## src/rtl/pc_fetch_ctrl.sv

```systemverilog
// pc_fetch_ctrl: program-counter register and instruction-fetch sequencer.
//
// Holds the PC and exports it through pc_out to an external PC+4 adder, which
// returns pc_plus4. Fetches one instruction at a time from instruction memory
// using a req/ready handshake. Holds the fetched word for decode until decode
// stops stalling, then advances the PC: to a redirect target if there is one,
// otherwise to pc_plus4.
//
// Optional feature macro: PC_MISALIGN_TRAP_EN
//   When defined, the block adds the misalign_err port and the TRAP_VECTOR
//   parameter. A redirect target with nonzero [1:0] then loads TRAP_VECTOR
//   instead of the target. When undefined, the low two bits of a redirect
//   target are cleared without any indication.
//
// Ports:
//   clock, reset               - rising-edge clock; asynchronous active-high reset
//   pc_out / pc_plus4          - PC to the adder and the adder result back
//   imem_req / imem_addr       - fetch request and its address (imem_addr = pc_out)
//   imem_ready / imem_rdata    - memory response
//   instr_out / instr_valid    - instruction held for decode
//   stall                      - decode cannot take instr_out this cycle
//   branch_taken/branch_target - branch redirect
//   jump / jump_target         - jump redirect (takes priority over branch)
//   misalign_err               - present only with PC_MISALIGN_TRAP_EN

module pc_fetch_ctrl #(
    parameter logic [31:0] RESET_PC = 32'h0000_0000
`ifdef PC_MISALIGN_TRAP_EN
    ,
    parameter logic [31:0] TRAP_VECTOR = 32'h0000_0080
`endif
) (
    input  logic        clock,
    input  logic        reset,
    output logic [31:0] pc_out,
    input  logic [31:0] pc_plus4,
    output logic        imem_req,
    output logic [31:0] imem_addr,
    input  logic        imem_ready,
    input  logic [31:0] imem_rdata,
    output logic [31:0] instr_out,
    output logic        instr_valid,
    input  logic        stall,
    input  logic        branch_taken,
    input  logic [31:0] branch_target,
    input  logic        jump,
    input  logic [31:0] jump_target
`ifdef PC_MISALIGN_TRAP_EN
    ,
    output logic        misalign_err
`endif
);

    typedef enum logic [1:0] {
        IDLE = 2'd0,
        REQ  = 2'd1,
        HOLD = 2'd2
    } state_t;

    state_t      state;
    logic        pending;
    logic [31:0] pending_target;

    logic        fresh;
    logic [31:0] fresh_target;
    logic        redirect;
    logic [31:0] redirect_target;
    logic [31:0] next_pc;
`ifdef PC_MISALIGN_TRAP_EN
    logic        target_misaligned;
`endif

    // The address is held stable for the whole request because the PC changes only in HOLD.
    assign imem_addr = pc_out;

    // Select the next PC. A fresh redirect in the release cycle takes priority over a pending one.
    always_comb begin
        fresh           = instr_valid & (jump | branch_taken);
        fresh_target    = jump ? jump_target : branch_target;
        redirect        = fresh | pending;
        redirect_target = fresh ? fresh_target : pending_target;
        next_pc         = redirect ? (redirect_target & 32'hFFFF_FFFC) : pc_plus4;
`ifdef PC_MISALIGN_TRAP_EN
        target_misaligned = redirect & (redirect_target[1:0] != 2'b00);
        if (target_misaligned) begin
            next_pc = TRAP_VECTOR;
        end
`endif
    end

    // Fetch sequencer with registered outputs.
    always_ff @(posedge clock or posedge reset) begin
        if (reset) begin
            state          <= IDLE;
            pc_out         <= RESET_PC;
            imem_req       <= 1'b0;
            instr_out      <= 32'h0;
            instr_valid    <= 1'b0;
            pending        <= 1'b0;
            pending_target <= 32'h0;
`ifdef PC_MISALIGN_TRAP_EN
            misalign_err   <= 1'b0;
`endif
        end else begin
`ifdef PC_MISALIGN_TRAP_EN
            misalign_err <= 1'b0;
`endif
            case (state)
                IDLE: begin
                    state    <= REQ;
                    imem_req <= 1'b1;
                end
                REQ: begin
                    if (imem_ready) begin
                        instr_out   <= imem_rdata;
                        instr_valid <= 1'b1;
                        imem_req    <= 1'b0;
                        state       <= HOLD;
                    end
                end
                HOLD: begin
                    if (stall) begin
                        // Remember the latest redirect until decode releases the instruction.
                        if (fresh) begin
                            pending        <= 1'b1;
                            pending_target <= fresh_target;
                        end
                    end else begin
                        pc_out      <= next_pc;
                        instr_valid <= 1'b0;
                        pending     <= 1'b0;
                        imem_req    <= 1'b1;
                        state       <= REQ;
`ifdef PC_MISALIGN_TRAP_EN
                        misalign_err <= target_misaligned;
`endif
                    end
                end
                default: begin
                    state    <= IDLE;
                    imem_req <= 1'b0;
                end
            endcase
        end
    end

endmodule

```

## config.mk

```make
export PLATFORM = sky130hd
export DESIGN_NAME = pc_fetch_ctrl
export DESIGN_NICKNAME = d
export VERILOG_FILES = /design/src/rtl/pc_fetch_ctrl.sv
export SDC_FILE = /design/constraint.sdc
export NUM_CORES = 1
export LEC_CHECK = 0
export CAP_MARGIN = 25
export CORE_MARGIN = 3
export CORE_UTILIZATION = 38
export CTS_CLUSTER_SIZE = 28
export DETAILED_ROUTE_END_ITERATION = 8
export PLACE_DENSITY = 0.79
export SLEW_MARGIN = 40
export SYNTH_ARGS = -nofsm -noshare
export SYNTH_HDL_FRONTEND = slang
export SYNTH_SLANG_ARGS = --single-unit
```

## constraint.sdc

```tcl
create_clock -name clock -period 3.1 [get_ports clock]
set_clock_uncertainty 0.15 [all_clocks]
set_input_delay 0.62 -clock clock [delete_from_list [all_inputs] [get_ports clock]]
set_output_delay 0.62 -clock clock [all_outputs]
set_load 0.01 [all_outputs]
```

Yosys cells after proc, flatten, opt, wreduce, memory -nomap -nowiden
Cells that the tools add are included.
{"block": "op_classes", "n_eq_ne": 5, "mux": 14, "n_bitwise": 4, "n_reduce_logical": 9}
{"op": "2-to-1 mux 32 bit", "count": 3}
{"op": "AND reduction 2 bit", "count": 5}
{"op": "2-to-1 mux 1 bit", "count": 6}
{"op": "one-hot mux 2 bit (3 select lines)", "count": 1}
{"op": "AND reduction 3 bit", "count": 2}
{"op": "2-to-1 mux 2 bit", "count": 2}
{"op": "inequality test 2 bit (second input constant)", "count": 2}
{"op": "one-hot mux 1 bit (3 select lines)", "count": 1}
{"op": "== test 2 x 1 -> 1 bit (second input constant)", "count": 1}
{"op": "== test 2 bit (second input constant)", "count": 1}
{"op": "zero test 2 bit", "count": 1}
{"op": "inequality test 2 x 1 -> 1 bit (second input constant)", "count": 1}
{"op": "OR 1 bit", "count": 2}
{"op": "one-hot mux 1 bit (2 select lines)", "count": 1}
{"op": "nonzero test 2 bit", "count": 1}
{"op": "AND 1 bit", "count": 1}
{"op": "NOT 1 bit", "count": 1}
{"block": "totals", "reg_bits": 101, "out_inout_bits": 98, "word_cells": 40}

Longest topological paths before layout
Gate-level depths: netlist of the first run.
{"block": "depth", "ltp_word": 4, "depth_mapped": 6, "depth_no_buf": 4}

Worst setup path before layout of the first run
Ideal clock, no wire load.
{"block": "synth_path", "path_kind": "in2reg", "startpoint": "input port jump", "endpoint": "register pc_out[25] (netlist: imem_addr[25])", "setup_time_ns": 0.135, "arrival_time_ns": 1.431, "t_required_ns": 2.815, "setup_slack_ns": 1.384, "path_stages": 5, "n_path_buf": 2, "path_cell_list": "buf_6 o21a_4 buf_6 o21ai_0 o221ai_2"}
{"block": "synth_between", "elab_chain_len": 4}
{"element": "start: declaration", "line": "46", "source": "input logic jump,"}
{"element": "OR 1 bit", "line": "78", "source": "fresh = instr_valid & (jump | branch_taken);"}
{"element": "AND 1 bit", "line": "78"}
{"element": "2-to-1 mux 32 bit or OR 1 bit (tied branches)"}
{"element": "2-to-1 mux 32 bit (*)", "line": "82", "source": "next_pc = redirect ? (redirect_target & 32'hFFFF_FFFC) : pc_plus4;"}
{"element": "end signal: assignment", "line": "129", "source": "pc_out <= next_pc;"}
{"element": "end: declaration", "line": "35", "source": "output logic [31:0] pc_out,"}
Mark *: on every way between the ends. The rest lies on a longest branch, timed or not.
A chain may end at the register's enable or synchronous reset.

Worst setup path after layout of the first run
{"block": "layout_path", "startpoint": "register instr_valid", "endpoint": "output port instr_valid"}
{"element": "start: declaration", "line": "42", "source": "output logic instr_valid,"}
{"element": "start signal: assignment", "line": "98", "source": "instr_valid <= 1'b0;"}
{"element": "start signal: assignment", "line": "116", "source": "instr_valid <= 1'b1;"}
{"element": "start signal: assignment", "line": "130", "source": "instr_valid <= 1'b0;"}
No word-level cell between the ends.

==> results of run 1 <==
## synthesized netlist by cell type (all sizes together)
library cell,count,area share
a21o,1,0.0015
a21oi,19,0.019
a31oi,18,0.023
a32oi,12,0.021
and2,1,0.0018
buf,66,0.098
clkbuf,6,0.0051
dfrtp,98,0.50
inv,28,0.021
mux2,32,0.073
nand2,33,0.025
nand3,14,0.014
nand3b,1,0.0023
nor2,32,0.026
nor2b,19,0.024
nor3,18,0.018
nor3b,1,0.0038
o21a,1,0.0030
o21ai,65,0.067
o221ai,30,0.058
## metrics by stage
step	power (uW)	setup WS, ns	area, um^2	util
finish	6750	0.619	7400	0.584
global route	7210	0.500	7400	0.584
CTS	6830	0.572	7400	0.584
detailed placement	5590	0.459	7070	0.558
global placement	5450	0.535	7070	0.558
floorplan	4100	1.17	4950	-
## how the worst max path moves through the flow
| stage | slack, ns | from | cells after the start | to |
|---|---|---|---|---|
| 4_1_cts | 0.57 | instr_valid | 1 | instr_valid |
| 2_1_floorplan | 1.17 | reset | 1 | imem_addr[0] |
| 5_1_grt | 0.50 | instr_valid | 1 | instr_valid |
| 3_5_place_dp | 0.46 | branch_taken | 5 | imem_addr[20] |
| 6_report | 0.62 | instr_valid | 1 | instr_valid |
| 3_3_place_gp | 0.53 | branch_taken | 5 | imem_addr[21] |
## flip-flops by register name, indices dropped and copies added, names as in the netlist
register / flops
imem_addr: 32
state: 2
pending: 1
instr_valid: 1
pending_target: 30
instr_out: 32
## logic make-up after synthesis
| kind of cell | after synthesis |
|---|---|
| simple gates | 119 |
| flops | 98 |
| mux | 32 |
| compound gates | 146 |
| buf+inv | 100 |
## layout by cell type, fill, tap and decap left out, types with 2 or more instances in the layout
cell	count
clkbuf_16	9
bufinv_16	2
buf_12	3
mux2_1	5
a32oi_1	12
o221ai_1	26
nor2b_1	19
buf_4	11
clkdlybuf4s50_1	226
nand2_1	32
a21oi_1	19
clkinvlp_4	2
nand3_1	14
clkinv_4	2
o21ai_0	7
dfrtp_1	98
o21ai_1	57
inv_1	27
o221ai_2	4
a31oi_1	18
nor2_1	31
mux2_2	27
nor3_1	18
## per-layer routing
layer,GRT usage,wire length [um],up-vias
met2,0.335,7110,178
met3,0.0617,1230,15
met1,0.232,5590,2109
li1,-,-,2085
met4,0.0673,221,0
met5,0,0,-
## layout make-up
cell class	instances	area, um^2
fillers	1080	5270
flip-flops and latches	98	2450
repair buffers	241	2410
multi-input cells	297	1880
clock buffers	10	239
well taps	172	215
inverters	28	109
clock inverters	6	90.1
## power groups by stage
stage | Clock [uW] | Combinational, uW | Sequential (uW)
global route | 1310 | 3480 | 2420
CTS | 1240 | 3250 | 2340
detailed placement | 0 | 3230 | 2350
finish | 1210 | 3210 | 2330
floorplan | 0 | 1660 | 2440
global placement | 0 | 3150 | 2300
## worst register-to-register path: stages (launching register included)
cell	delay, ns
dfrtp_1	0.71
buf_4	0.30
nand2_1	0.41
o221ai_1	0.45
o21ai_1	0.10
==> flow_summary.yaml, run 1 <==
power:
  power.internal_uw: 4430
  ir_worst_vdd_mv: 0.559
  powerDensity_mw_per_mm2: 912
  p_leak_uw: 0.00304
  clockPowerShare: 0.179
  power.share.sequential: 0.346
  p_comb_frac: 0.476
  netSwitchingPower_uw: 2310
  switching_share: 0.343
sta:
  slew_viol_final: 0
  post-route-period-util: 0.800
  worst_slew_pin_slew_ns: 0.638
  tns_ns: 0
  max_freq_mhz: 403
  period_minus_slack_ns: 2.48
  whs_ns: 0.339
  setup-violations-final: 0
  finalHoldViolCount: 0
  slew_headroom: 0.574
  rsz0062_at_grt: "false"
setup_path:
  reg2reg_slack_ns: 0.86
  critPathTopFamily: "flip-flops"
  r2r_end: "pending_target[11]"
  critPathCaptureType: "output port"
  worstRegToRegCells: 4
  slowest_delay_ns: 0.71
  start_kind: "flip-flop"
  crit_required_ns: 2.33
  crit_chain: "clkdlybuf4s50_1"
  cp_max_fo: 15
  arrival_ns: 1.71
  reg2reg_from: "instr_valid"
  crit_type: "flip-flop to output port"
  cp_num_buf_inv: 1
  cp_slowest_cell: "dfrtp_1"
finish:
  antennaDiodeCount: 0
  num-nets-final: 809
  area_growth_pct: 49.6
  drive_above_1_share: 0.103
  fin_cells: 852
hold_path:
  min_to: "instr_out[2]"
  hp-start: "instr_out[2]"
  worstHoldPathType: "flip-flop to flip-flop"
  min_delay_path_depth: 1
yosys:
  syn_avg_cell_area_um2: 9.99
  synth_nets: 629
  ys_ff_latch: 98
  ys.warnings.count: 0
  yosys.area_share.simple: 0.115
  synthesis.area_mm2: 0.00495
  synth_top_family_by_area: "compound AO/OA/AOI/OAI gates"
  synth.distinct_cells: 28
  synth_cells: 495
  yosysSeqAreaShare: 0.496
  synth_mux_area_frac: 0.0728
  synth_fa_ha_area_frac: 0
  synth-xor-area-share: 0
  synth_compound_area_frac: 0.192
cts:
  ctsResizeCount: 0
  post_cts_buffers: 0
  clock_latency_ns: 0.34
  cts_inserted_buffers: 9
  h-tree-depth: 3
  path_clk_slew_ns: 0.06
  cts_buffer_depth: 2
  tritoncts: "built"
  root_buffer: "clkbuf_16"
  cts_hold_buf: 0
  clkSinkCount: 98
floorplan:
  fp.dieH_um: 120
  initial_core_util: 0.390
  die_w_um: 120
  core-area_mm2: 0.0127
  num_rows: 41
  fp.dieArea_mm2: 0.0144
  io_pins: 232
placed_design:
  place_congestion: 0.833
  hpwl_um: 10500
  post-place-cells: 836
  port_buffers: 227
global_route:
  grtUsageTotal: 0.196
  grt_max_degree: 45
  antenna_found_initial: 0
  overflow: 0
  grt_pass1_vias: 4649
  grt_pass1_wl_um: 22900
drt:
  drc: 0
  vias_per_cell: 5.15
  antenna_left: 0
  drt_iter0_markers: 210
  wl_per_cell_um: 16.6
  routed_wl_um: 14100
  firstDrtPassIters: 5
  vias: 4387
run_status:
  status: "finished clean"
flow_run:
  cap_violations: 0
Note: power is estimated with default switching activity, not from simulation.
==> inputs of run 2 (changes only) <==
clock period = 2 ns   (was 3.1 ns; I/O delays follow)
==> run 2 against run 1 <==
Against the previous run:
- cell count grew 1.5%
- via count is 1.5% higher
- die area unchanged
- non-clock buffer count up 13
- register-to-register slack worse by 0.64 ns
- routed wire length grew 1.7%
- utilization up 1.3 points
- cell area increased by 2.2%
- total power rose by 55%
- clock-buffer cell count increased by 2
- clock power up 33%
==> flow_summary.yaml, run 2 (synthesis gave the netlist of run 1 again) <==
floorplan:
  core-area_mm2: 0.0127
  io_pins: 232
  fp.dieArea_mm2: 0.0144
  num_rows: 41
  die_w_um: 120
  fp.dieH_um: 120
  initial_core_util: 0.390
cts:
  root_buffer: "clkbuf_16"
  post_cts_buffers: 0
  tritoncts: "built"
  clkSinkCount: 98
  clock_latency_ns: 0.34
  cts_inserted_buffers: 9
  path_clk_slew_ns: 0.07
  h-tree-depth: 3
  cts_buffer_depth: 2
sta:
  period_minus_slack_ns: 1.90
  slew_viol_final: 0
  worst_slew_pin_slew_ns: 0.676
  slew_headroom: 0.549
  whs_ns: 0.333
  setup-violations-final: 0
  max_freq_mhz: 526
  post-route-period-util: 0.951
  rsz0062_at_grt: "false"
  finalHoldViolCount: 0
placed_design:
  placed_area_mm2: 0.00728
  place_congestion: 0.848
  port_buffers: 227
  post-place-cells: 849
  hpwl_um: 10900
finish:
  n_fill_cell: 1070
  drive_above_1_share: 0.120
  antennaDiodeCount: 0
  layout_commonest_cell: "clkdlybuf4s50_1"
  fin_util: 0.597
  fin_cells: 865
  num-nets-final: 822
  final_cell_mix: "225 x clkdlybuf4s50_1, 96 x dfrtp_1, 57 x o21ai_1, 32 x nand2_1, 31 x nor2_1"
  final_cell_area_mm2: 0.00756
  area_growth_pct: 52.8
drt:
  antenna_left: 0
  routed.top_layer: "met4"
  vias_per_cell: 5.15
  dr_wl_met3_um: 1360
  routed_wl_um: 14400
  wl_met1_um: 5560
  drc: 0
  vias: 4454
  wl_met2_um: 7170
  firstDrtPassIters: 4
  drt_iter0_markers: 263
  wl_per_cell_um: 16.6
setup_path:
  crit_type: "flip-flop to output port"
  cp_slowest_cell: "clkdlybuf4s50_1"
  critPathCaptureType: "output port"
  cp_max_fo: 3
  critPathTopFamily: "buffers and inverters"
  cp_num_buf_inv: 1
  slowest_delay_ns: 0.58
  arrival_ns: 1.35
  start_kind: "flip-flop"
  crit_required_ns: 1.45
  crit_chain: "clkdlybuf4s50_1"
global_route:
  grtUsageTotal: 0.198
  overflow: 0
  grt_pass1_wl_um: 22900
  grt_max_degree: 61
  antenna_found_initial: 0
  grt_pass1_vias: 4608
power:
  powerDensity_mw_per_mm2: 1380
  switching_share: 0.347
  p_comb_frac: 0.502
  power.internal_uw: 6820
  ir_worst_vdd_mv: 0.943
  clockPowerShare: 0.154
  netSwitchingPower_uw: 3630
  p_leak_uw: 0.00312
  power.share.sequential: 0.344
flow_run:
  cap_violations: 0
hold_path:
  worstHoldPathType: "flip-flop to flip-flop"
run_status:
  status: "finished clean"
run 2: cell types whose count changed in the layout (fill, tap and decap cells not counted), sizes merged:
cell,delta
clkbuf,+2
bufinv,-2
clkdlybuf4s50,-1
clkinv,-2
dlymetal6s2s,+1
clkinvlp,+2
buf,+13
run 2: through the flow:
| stage | power [uW] | TNS (ns) | worst slack (ns) |
|---|---|---|---|
| 2_1_floorplan | 6360 | 0 | 0.288 |
| 5_1_grt | 11200 | 0 | 0.0516 |
| 4_1_cts | 10600 | 0 | 0.0179 |
| 3_5_place_dp | 8900 | -1.02 | -0.0672 |
| 6_report | 10400 | 0 | 0.0973 |
| 3_3_place_gp | 8690 | -0.305 | -0.0202 |
run 2: worst paths after layout:
| path | start | to | slack (ns) | depth (start not counted) |
|---|---|---|---|---|
| worst min-delay path | pending_target[27] | pending_target[27] | 0.33 | 2 |
| worst max register to register | instr_valid | pending_target[17] | 0.22 | 3 |
| worst max-delay path | imem_addr[19] | imem_addr[19] | 0.1 | 1 |
| min in group asynchronous | reset | instr_out[4] | 0.36 | 3 |
| max in group asynchronous | reset | instr_valid | 1.10 | 3 |
| worst min register to register | pending_target[27] | pending_target[27] | 0.33 | 2 |
run 2: layer usage:
layer,vias to the layer above,GRT usage
met4,0,0.0730
met5,-,0
li1,2107,-
met2,195,0.329
met3,23,0.0726
met1,2129,0.235
run 2: power groups by stage:
| stage | Sequential, uW | Clock [uW] | Combinational, uW |
|---|---|---|---|
| after CTS | 3600 | 1660 | 5310 |
| after floorplan | 3790 | 0 | 2570 |
| after global placement | 3540 | 0 | 5150 |
| final | 3590 | 1610 | 5250 |
| after detailed placement | 3610 | 0 | 5290 |
| after global routing | 3720 | 1750 | 5700 |
run 2: timing repair:
| item | 4_1_cts | 5_1_grt |
|---|---|---|
| hold buffers | 0 | 0 |
| endpoints found under the setup margin | 1 | 2 |
| gates cloned | 0 | 0 |
| gates resized for setup | 1 | 2 |
run 2: final cells by class:
type,instances,area [um^2],share of cell area
timing repair buffer,254,2620,0.347
sequential,98,2450,0.325
multi-input combinational,297,1880,0.249
clock buffer,12,246,0.0326
tap,172,215,0.0285
inverter,28,109,0.0144
clock inverter,4,27.5,0.00364
